$ cat src/rtl/uart_receiver.sv
// 8N1 UART receiver: 2-flop input synchronizer feeding an oversampled
// mid-bit sampling FSM with data-valid and framing-error strobes.
`timescale 1ns/1ps
module uart_receiver #(
  parameter int DATA_WIDTH = 8,
  parameter int OVERSAMPLE = 16
) (
  input  logic                  clk,
  input  logic                  rst,
  input  logic                  tick,
  input  logic                  rx_in,
  output logic [DATA_WIDTH-1:0] rx_out,
  output logic                  rx_dv,
  output logic                  rx_frame_err,
  output logic                  rx_busy
);
  localparam int TW = $clog2(OVERSAMPLE);
  localparam int BW = (DATA_WIDTH > 1) ? $clog2(DATA_WIDTH) : 1;
  localparam logic [TW-1:0] HALF_LAST = TW'(OVERSAMPLE / 2 - 1);
  localparam logic [TW-1:0] FULL_LAST = TW'(OVERSAMPLE - 1);
  localparam logic [BW-1:0] BIT_LAST  = BW'(DATA_WIDTH - 1);

  typedef enum logic [2:0] {IDLE, START, DATA, STOP, BRK} state_t;

  state_t                state_reg;
  logic [1:0]            sync_reg;
  logic [TW-1:0]         tick_cnt_reg;
  logic [BW-1:0]         bit_idx_reg;
  logic [DATA_WIDTH-1:0] shift_reg;
  logic [DATA_WIDTH-1:0] rx_out_reg;
  logic                  rx_dv_reg;
  logic                  rx_frame_err_reg;
  logic                  rx_busy_reg;
  logic                  rx_sync;

  // Idle-high reset value keeps a reset from looking like a start edge.
  always_ff @(posedge clk) begin
    if (rst) sync_reg <= 2'b11;
    else     sync_reg <= {sync_reg[0], rx_in};
  end
  assign rx_sync = sync_reg[1];

  always_ff @(posedge clk) begin
    if (rst) begin
      state_reg        <= IDLE;
      tick_cnt_reg     <= '0;
      bit_idx_reg      <= '0;
      shift_reg        <= '0;
      rx_out_reg       <= '0;
      rx_dv_reg        <= 1'b0;
      rx_frame_err_reg <= 1'b0;
      rx_busy_reg      <= 1'b0;
    end else begin
      rx_dv_reg        <= 1'b0;
      rx_frame_err_reg <= 1'b0;
      case (state_reg)
        IDLE: begin
          if (!rx_sync) begin
            state_reg    <= START;
            tick_cnt_reg <= '0;
            rx_busy_reg  <= 1'b1;
          end
        end
        START: begin
          // Half a bit in: a still-low line is a real start bit, else a glitch.
          if (tick) begin
            if (tick_cnt_reg == HALF_LAST) begin
              tick_cnt_reg <= '0;
              if (!rx_sync) begin
                state_reg   <= DATA;
                bit_idx_reg <= '0;
              end else begin
                state_reg   <= IDLE;
                rx_busy_reg <= 1'b0;
              end
            end else begin
              tick_cnt_reg <= tick_cnt_reg + 1'b1;
            end
          end
        end
        DATA: begin
          if (tick) begin
            if (tick_cnt_reg == FULL_LAST) begin
              tick_cnt_reg <= '0;
              shift_reg    <= {rx_sync, shift_reg[DATA_WIDTH-1:1]};
              if (bit_idx_reg == BIT_LAST) state_reg <= STOP;
              else                         bit_idx_reg <= bit_idx_reg + 1'b1;
            end else begin
              tick_cnt_reg <= tick_cnt_reg + 1'b1;
            end
          end
        end
        STOP: begin
          if (tick) begin
            if (tick_cnt_reg == FULL_LAST) begin
              tick_cnt_reg <= '0;
              if (rx_sync) begin
                rx_out_reg  <= shift_reg;
                rx_dv_reg   <= 1'b1;
                state_reg   <= IDLE;
                rx_busy_reg <= 1'b0;
              end else begin
                rx_frame_err_reg <= 1'b1;
                state_reg        <= BRK;
              end
            end else begin
              tick_cnt_reg <= tick_cnt_reg + 1'b1;
            end
          end
        end
        BRK: begin
          // Hold here while the line stays low so a break reports only once.
          if (rx_sync) begin
            state_reg   <= IDLE;
            rx_busy_reg <= 1'b0;
          end
        end
        default: begin
          state_reg   <= IDLE;
          rx_busy_reg <= 1'b0;
        end
      endcase
    end
  end

  assign rx_out       = rx_out_reg;
  assign rx_dv        = rx_dv_reg;
  assign rx_frame_err = rx_frame_err_reg;
  assign rx_busy      = rx_busy_reg;
endmodule

$ cat config.mk
export PLATFORM = sky130hd
export DESIGN_NAME = uart_receiver
export DESIGN_NICKNAME = d
export VERILOG_FILES = /design/src/rtl/uart_receiver.sv
export SDC_FILE = /design/constraint.sdc
export NUM_CORES = 1
export LEC_CHECK = 0
export CORE_UTILIZATION = 49
export DETAILED_ROUTE_END_ITERATION = 16
export GPL_ROUTABILITY_DRIVEN = 0
export GPL_TIMING_DRIVEN = 1
export PLACE_DENSITY = 0.8
export SETUP_SLACK_MARGIN = 0.05
export SYNTH_ARGS = -nofsm -noshare
export SYNTH_HDL_FRONTEND = slang
export SYNTH_SLANG_ARGS = --single-unit
$ cat constraint.sdc
create_clock -name clk -period 1.85 [get_ports clk]
set_input_delay 0.2775 -clock clk [delete_from_list [all_inputs] [get_ports clk]]
set_output_delay 0.2775 -clock clk [all_outputs]
set_load 0.01 [all_outputs]
==> impl_metrics.csv <==
group,metric,value,unit
sta,finalWorstSetupSlack,0.1251,ns
sta,post-route-period-util,93.24,%
final_layout,area_growth,23.96,%
clock_tree,cts_resized,0,
synth,syn_nets,158,
clock_tree,postCtsSetupRepairBufs,0,
synth,seq_area_frac_synth,44.68,%
worst_setup_path,path_buf_inv,0,
sta,rsz0062_at_grt,"yes",
worst_setup_path,worstPathMaxFanout,6,
clock_tree,ctsHtreeMaxLevel,2,
floorplanning,io_pins,15,
sta,final-hold-violation-count,0,
synth,ys_seq_elements,31,
worst_setup_path,crit_cells,6,
routing,drt_wl_total,3019,um
sta,hold_ws,0.4225,ns
global_route,grt_overflow,0,
outcome,status,"finished clean",
worst_setup_path,max_stage_delay,0.35,ns
global_route,grt_max_degree,22,
clock_tree,postCtsHoldBufs,0,
routing,post_drt_wl_per_cell,14.73,um
floorplanning,core,2567,um2
clock_tree,tritoncts,"built",
power,p_int,1.017,mW
sta,max-slew-margin-rel,74.28,%
worst_setup_path,crit_path_cell_trace,"ha_1, ha_1, and4bb_2, o211ai_1, or3_1, a21oi_1",
routing,antenna_left,0,
placed_design,place_area,1628,um2
worst_setup_path,cp-end-kind,"register",
final_layout,drive_gt1_share,18.86,%
sta,slew_viol_final,0,
final_layout,final_cells,205,
global_route,antenna_found_initial,0,
power,max-vdd-ir-drop,0.0006182,V
routing,drc,0,
floorplanning,dieHeight,55.24,um
routing,via_per_inst,5.937,
synth,ys_warn_count,0,
worst_setup_path,r2r-end,"bit_idx_reg[0]",
floorplanning,die_area,3051,um2
sta,worst_pin_slew,0.3804,ns
synth,syn_area,1389,um2
sta,clock-skew-final,0.007521,ns
hold_path,min_path_type,"register to register",
power,switchingPower,0.2704,mW
sta,fmax,579.7,MHz
power,p_leak,0.6026,nW
routing,vias,1217,
power,comb_power_share,4.3,%
clock_tree,root_buffer,"clkbuf_4",
placed_design,place_inst,197,
power,seq_power_share,52.8,%
worst_setup_path,r2r_cells,6,
worst_setup_path,worstSetupPathType,"register to register",
final_layout,post-route-util,67.06,%
worst_setup_path,slowest_stage,"or3_1",
final_layout,final_cell_mix,"29 x dfxtp_1, 24 x nor2_1, 18 x mux2i_1, 14 x clkdlybuf4s50_1, 13 x nand2_1",
worst_setup_path,critPathTopFamily,"simple AND/OR/NAND/NOR gates",
synth,avgSynthCellArea,9.198,um2
clock_tree,numCtsBuffers,5,
power,p_per_area,747.8,nW/um2
sta,min_period,1.725,ns
floorplanning,start_util,54.09,%
final_layout,final_area,1722,um2
final_layout,nets,181,
sta,finalSetupViolations,0,
worst_setup_path,required,2.11,ns
hold_path,min-delay-start,"sync_reg[0]",
worst_setup_path,start_kind,"register",
flow_run,drv_cap,0,
hold_path,whs_path_depth,1,
floorplanning,die_x,55.24,um
synth,synthCells,151,
power,clockPowerShare,42.9,%
power,swShare,21.00,%
placed_design,hpwl,2098,um
power,total_power,1.287,mW
synth,ys_types,36,
clock_tree,clockBufferDepth,2,
final_layout,antenna_cells,0,
worst_setup_path,critPathLaunch,"bit_idx_reg[0]",
worst_setup_path,reg2reg_slack,0.13,ns
placed_design,port_buffers,14,
sta,fin_tns_setup,0,ns
clock_tree,cts_sinks,31,
global_route,grt_util_all_layers,21.89,%
floorplanning,num_rows,18,
routing,drt-pass1-iter-count,4,
global_route,grt_first_pass_wirelength,5285,um
clock_tree,clk-insertion-delay-late,0.33,ns
clock_tree,clkTransAtPathRegs,0.10,ns
worst_setup_path,arrival,1.99,ns
hold_path,whs_endpoint,"sync_reg[1]",
final_layout,layout_commonest_cell,"dfxtp_1",
placed_design,place_ws,-0.04348,ns
routing,drt_iter0_drc,40,
global_route,grt_pass1_vias,1224,
worst_setup_path,r2r_start,"bit_idx_reg[0]",
worst_setup_path,path_common_cell,"ha_1",
-- final cells by class --
class / instances / area [um2]
fill: 204 / 845.8
multi-input combinational: 109 / 723.2
sequential: 31 / 623.1
timing repair buffer: 24 / 240.2
clock buffer: 6 / 51.30
tap: 30 / 37.54
clock inverter: 2 / 35.03
inverter: 3 / 11.26
-- worst max path at each step --
stage | endpoint | slack [ns]
floorplan | rx_out[0] | 0.11
global placement | tick_cnt_reg[2] | 0.03
detailed placement | tick_cnt_reg[2] | -0.04
CTS | bit_idx_reg[0] | 0.07
global route | bit_idx_reg[0] | 0.02
finish | bit_idx_reg[0] | 0.13
-- cell families after synthesis --
family	after synthesis	share of synthesized area (%)
AND/OR/NAND/NOR	64	25.23
buffers and inverters	11	3.603
multiplexers	18	12.97
AO/OA/AOI/OAI	24	10.81
adder cells (fa/ha/maj)	3	2.703
flip-flops	31	44.69
-- Yosys cell counts --
| cell | number | area share (%) |
|---|---|---|
| a2111oi_0 | 1 | 0.63 |
| a211oi_1 | 2 | 1.1 |
| a21o_1 | 1 | 0.54 |
| a21oi_1 | 9 | 3.2 |
| a311oi_1 | 1 | 0.63 |
| a31oi_1 | 1 | 0.45 |
| and3_1 | 3 | 1.4 |
| and4bb_2 | 1 | 0.90 |
| buf_1 | 1 | 0.27 |
| buf_2 | 1 | 0.36 |
| buf_6 | 1 | 0.81 |
| clkbuf_1 | 5 | 1.4 |
| dfxtp_1 | 31 | 45 |
| ha_1 | 3 | 2.7 |
| inv_1 | 3 | 0.81 |
| mux2i_1 | 18 | 13 |
| nand2_1 | 13 | 3.5 |
| nand3_1 | 1 | 0.36 |
| nand4_1 | 2 | 0.90 |
| nand4_2 | 1 | 0.90 |
| nor2_1 | 24 | 6.5 |
| nor2_2 | 1 | 0.45 |
| nor3_1 | 4 | 1.4 |
| nor3b_1 | 1 | 0.54 |
| nor4_4 | 1 | 1.5 |
| nor4b_1 | 2 | 1.3 |
| nor4bb_1 | 1 | 0.72 |
| o211ai_1 | 2 | 1.1 |
| o21a_1 | 1 | 0.54 |
| o21ai_0 | 5 | 1.8 |
| o221a_2 | 1 | 0.81 |
| or2_2 | 5 | 2.3 |
| or3_1 | 1 | 0.45 |
| or3_4 | 1 | 0.81 |
| or3b_2 | 1 | 0.63 |
| or4b_1 | 1 | 0.72 |
-- power by group through the flow --
stage          clock [mW]  sequential, mW  combinational [mW]
6_report            0.552           0.680              0.0552
5_1_grt             0.601           0.682              0.0598
4_1_cts             0.565           0.680              0.0544
3_5_place_dp            0           0.695              0.0536
3_3_place_gp            0           0.695              0.0517
2_1_floorplan           0           0.691              0.0352
-- metal layers --
metal  track usage (%)  up-vias  wire length [um]  share of wire (%)
met5                 0        -                 0                  0
met4             14.64        0                79                2.6
met3             5.621       12               131                4.3
met2             36.83       39              1526                 51
met1             24.15      586              1281                 42
li1                  -      580                 -                  -
No activity file was read; power rests on OpenSTA's default activity.
==> RTL edit 1: new RTL, same settings <==
Register the inputs `tick` and `rx_in` before use, without a reset. The logic sees them one clock later.
--- a/src/rtl/uart_receiver.sv
+++ b/src/rtl/uart_receiver.sv
@@ -22,6 +22,14 @@
 
   typedef enum logic [2:0] {IDLE, START, DATA, STOP, BRK} state_t;
 
+  logic tick_q;
+  logic rx_q;
+
+  always_ff @(posedge clk) begin
+    tick_q <= tick;
+    rx_q   <= rx_in;
+  end
+
   state_t                state_reg;
   logic [1:0]            sync_reg;
   logic [TW-1:0]         tick_cnt_reg;
@@ -36,7 +44,7 @@
   // Idle-high reset value keeps a reset from looking like a start edge.
   always_ff @(posedge clk) begin
     if (rst) sync_reg <= 2'b11;
-    else     sync_reg <= {sync_reg[0], rx_in};
+    else     sync_reg <= {sync_reg[0], rx_q};
   end
   assign rx_sync = sync_reg[1];
 
@@ -63,7 +71,7 @@
         end
         START: begin
           // Half a bit in: a still-low line is a real start bit, else a glitch.
-          if (tick) begin
+          if (tick_q) begin
             if (tick_cnt_reg == HALF_LAST) begin
               tick_cnt_reg <= '0;
               if (!rx_sync) begin
@@ -79,7 +87,7 @@
           end
         end
         DATA: begin
-          if (tick) begin
+          if (tick_q) begin
             if (tick_cnt_reg == FULL_LAST) begin
               tick_cnt_reg <= '0;
               shift_reg    <= {rx_sync, shift_reg[DATA_WIDTH-1:1]};
@@ -91,7 +99,7 @@
           end
         end
         STOP: begin
-          if (tick) begin
+          if (tick_q) begin
             if (tick_cnt_reg == FULL_LAST) begin
               tick_cnt_reg <= '0;
               if (rx_sync) begin
Formal check against the unedited RTL: not equivalent (a bounded check fails within 4 cycles, from zero or initial values and one cycle with rst high).
==> RTL edit 1 against the original RTL <==
  * Total power rose by 19%
  * Clock power rose by 23%
  * Wire length fell by 11%
  * Worst setup slack improved by 0.021 ns
  * Synthesized area rose by 3.7%
  * Sequential cell count rose by 2
  * Design area rose by 2.1%
  * Sequential power rose by 9.7%
  * Count of clock-buffer cells in the layout fell by 1
  * Critical path type unchanged
  * Highest routed layer unchanged
==> RTL edit 1: results (changes against the original RTL) <==
| Metric | Value |
|---|---|
| Outcome | completed |
| Synth cell types | 37 (+2.8%) |
| Fillers | 237 (+16%) |
| Largest net degree at the start of global routing | 17 (-23%) |
| Max IR drop VDD | 0.830 mV (+34%) |
| Top cells by area, synth | dfxtp_1 (46%), mux2i_1 (14%), nor2_1 (6.3%) |
| Pre-CTS setup slack | 0.158 ns (+0.202 ns) |
| Fin nets | 176 (-2.8%) |
| Reg2reg setup slack | 0.15 ns (+0.02 ns) |
| Clk_lat worst skew | about 0.34 ns |
| Max FO, Critical Path | 8 (+2) |
| Layout cells sized above 1 | 13.5% (-5.3 points) |
| Sequential-to-total area share from yosys stat | 45.9% (+1.2 points) |
| Leak pwr | 0.652 nW (+8.1%) |
| Clk_skew | 0.00802 ns (+0.000497 ns) |
| Worst Path Arrival | 1.95 ns (-0.04 ns) |
| Min-Delay Path Class | input pin to register |
| DP HPWL | 1.88 mm (-11%) |
| GRT Overall Usage | 18.2% (-3.6 points) |
| Max_slew headroom | 68.7% (-5.6 points) |
| Post-layout min period | 1.70 ns (-0.0205 ns) |
| DR iter-0 viols | 19 (-53%) |
| First-pass GRT wire length | 4.40 mm (-17%) |
| Average wire per standard cell | 13.3 microns (-9.6%) |
| Via density | 5.58 (-6.0%) |
==> RTL edit 1: kinds of logic (layout without fill, tap and decap cells) <==
logic type / Yosys count / count (layout) / synth area share [%]
AO/OA/AOI/OAI: 19 / 19 / 8.95
adder cells (fa/ha/maj): 3 / 3 / 2.61
buffers and inverters: 11 / 31 / 3.48
flip-flops: 33 / 33 / 45.9
multiplexers: 20 / 20 / 13.9
AND/OR/NAND/NOR: 64 / 64 / 25.2
==> RTL edit 1: worst max-delay path, cell delays in order (launching register included) <==
cell and delay (ns):
dfxtp_1 0.39, ha_1 0.25, nand4_2 0.27, nor3_4 0.29
buf_12 0.16, mux2i_1 0.19, nor2_1 0.05
==> RTL edit 1: final cells by class <==
class | count | area (sq um) | share of cell area (%)
inverter | 3 | 11.3 | 0.641
tap | 31 | 38.8 | 2.21
clock buffer | 5 | 37.5 | 2.14
timing repair buffer | 20 | 210 | 12.0
sequential | 33 | 662 | 37.7
clock inverter | 3 | 68.8 | 3.91
multi-input combinational | 106 | 729 | 41.5
==> RTL edit 1: report_power, final <==
| part | switching [W] | leakage, nW | internal [W] | total, W |
|---|---|---|---|---|
| combinational | 0.0000572 | 0.328 | 0.0000467 | 0.000104 |
| sequential | 0.0000239 | 0.268 | 0.000722 | 0.000746 |
| clock | 0.000252 | 0.0558 | 0.000425 | 0.000677 |
| total | 0.000333 | 0.652 | 0.00119 | 0.00153 |
==> RTL edit 1: layer usage <==
metal | part of all wire [%] | global-route usage [%]
met3 | 6.1 | 7.44
met5 | 0 | 0
met2 | 49 | 29.6
met1 | 43 | 21.1
met4 | 1.7 | 8.01
==> RTL edit 1: path summary, 6_finish.rpt <==
kind | from | end | cells past startpoint
worst max-delay path | tick_cnt_reg[0] | rx_out[1] | 6
worst min-delay path | tick | tick_q | 1
worst max register to register | tick_cnt_reg[0] | rx_out[1] | 6
worst min register to register | sync_reg[0] | sync_reg[1] | 1
==> RTL edit 1: timing repair <==
item,CTS,global route
hold buffers,0,0
resized for setup,0,1
endpoints found under the setup margin,0,1
endpoints found under the hold margin,0,0
==> RTL edit 1: metrics by stage <==
step	area [sq um]	hold WS, ns	total power [W]	instances	util, %
2_1_floorplan	1440	0.305	0.000841	150	-
3_3_place_gp	1650	0.393	0.000860	193	59.3
3_5_place_dp	1650	0.402	0.000863	193	59.3
4_1_cts	1760	0.356	0.00154	201	63.2
5_1_grt	1760	0.355	0.00158	201	63.2
6_report	1760	0.371	0.00153	201	63.2
==> RTL edit 2: new RTL, same settings <==
Without the edit above. `OVERSAMPLE`: 16 -> 8.
--- a/src/rtl/uart_receiver.sv
+++ b/src/rtl/uart_receiver.sv
@@ -3,7 +3,7 @@
 `timescale 1ns/1ps
 module uart_receiver #(
   parameter int DATA_WIDTH = 8,
-  parameter int OVERSAMPLE = 16
+  parameter int OVERSAMPLE = 8
 ) (
   input  logic                  clk,
   input  logic                  rst,
Formal check against the unedited RTL: not equivalent (a bounded check fails within 10 cycles, from zero or initial values and one cycle with rst high).
==> RTL edit 2 against the original RTL <==
  * Fmax down 1.9%
  * Non-clock buffer count down 2
  * Wire length down 3.0%
  * Sequential cell count down 1
  * Via count down 4.0%
  * Design area up 0.22%
  * Global-route usage down 0.93 points
  * Total power down 3.0%
  * Worst setup slack worse by 0.034 ns
  * Synthesized area up 4.1%
  * Synthesized cell count up 2.6%
==> RTL edit 2: results (changes against the original RTL) <==
| Metric | Value |
|---|---|
| Fillers | 227 (+11%) |
| Final Worst Setup Slack | 0.0910 ns (-0.0341 ns) |
| DR iter-0 viols | 16 (-60%) |
| Sequential-to-total area share from yosys stat | 41.6% (-3.1 points) |
| Cts repair resizes | 1 (+1) |
| DRT Pass-1 Iters | 4 (unchanged) |
| DP HPWL | 2.04 mm (-2.6%) |
| Fin Hold WS | 0.414 ns (-0.00833 ns) |
| First-pass GRT wire length | 5.15 mm (-2.5%) |
| Outcome | completed |
| Clk_skew | 0.00256 ns (-0.00496 ns) |
| Worst Path Arrival | between 1.5 and 2 ns |
| Max_slew headroom | 64.6% (-9.7 points) |
| Largest net degree at the start of global routing | 28 (+27%) |
| Leak pwr | 0.589 nW (-2.3%) |
| Post-CTS setup buffer count | 0 (unchanged) |
| Max IR drop VDD | 0.704 mV (+14%) |
| Pre-CTS setup slack | 0.0413 ns (+0.0848 ns) |
| Vias | 1168 (-4.0%) |
| Synth cell types | 38 (+5.6%) |
| Syn nets | 165 (+4.4%) |
| R2R depth | 5 (-1) |
| GRT Overall Usage | 21.0% (-0.93 points) |
| Setup crit start | tick_cnt_reg[0] |
| P_int | 0.000993 W (-2.3%) |
| Total Wirelength | 2.93 mm (-3.0%) |
| Layout cells sized above 1 | 14.4% (-4.5 points) |
| Max FO, Critical Path | 3 (-3) |
| Top cells by area, synth | dfxtp_1 (42%), nand2b_1 (8.7%), mux2i_1 (7.6%) |
| Area after DPL | 0.00164 sq mm (+0.46%) |
| Clk slew on worst S/H paths | 0.09 ns |
| Top cells by count, synth | dfxtp_1 (30), nand2b_1 (20), mux2i_1 (11), nand3_1 (11), o21ai_0 (10) |
| Fin nets | 184 (+1.7%) |
## RTL edit 2: through the flow
stage,cells,power (W)
global placement,198,0.000724
detailed placement,198,0.000727
finish,205,0.00125
CTS,205,0.00126
global route,205,0.00129
floorplan,155,0.000704
## RTL edit 2: layout make-up
class	instances	area, sq um	share of cell area, %
multi-input cells	108	778	45.1
clock buffers	6	51.3	2.97
clock inverters	1	30.0	1.74
well taps	31	38.8	2.25
flip-flops and latches	30	601	34.8
repair buffers	22	200	11.6
inverters	7	26.3	1.52
## RTL edit 2: power groups by stage
stage	registers (W)	logic [W]	clock network, W
floorplan	0.000669	0.0000349	0
global placement	0.000668	0.0000562	0
detailed placement	0.000669	0.0000578	0
CTS	0.000654	0.0000585	0.000550
global route	0.000655	0.0000636	0.000575
finish	0.000654	0.0000589	0.000536
## RTL edit 2: cells by family after synthesis
| family | count (synthesis) | share of synthesized area [%] |
|---|---|---|
| adder cells (fa/ha/maj) | 6 | 5.19 |
| flip-flops | 30 | 41.6 |
| AND/OR/NAND/NOR | 58 | 25.3 |
| buffers and inverters | 17 | 5.19 |
| AO/OA/AOI/OAI | 32 | 14.4 |
| multiplexers | 12 | 8.40 |
## RTL edit 2: critical path, cell delays in order, from the launching register on
cell      delay, ns
dfxtp_1        0.37
ha_1           0.21
ha_1           0.20
nor4bb_2       0.36
a32o_2         0.20
mux2_1         0.32
## RTL edit 2: metal layers
| metal | wire length [microns] | part of all wire, % | global-route usage (%) |
|---|---|---|---|
| met4 | 53 | 1.8 | 9.41 |
| met2 | 1500 | 51 | 35.4 |
| met3 | 114 | 3.9 | 7.37 |
| met1 | 1260 | 43 | 23.8 |
| met5 | 0 | 0 | 0 |
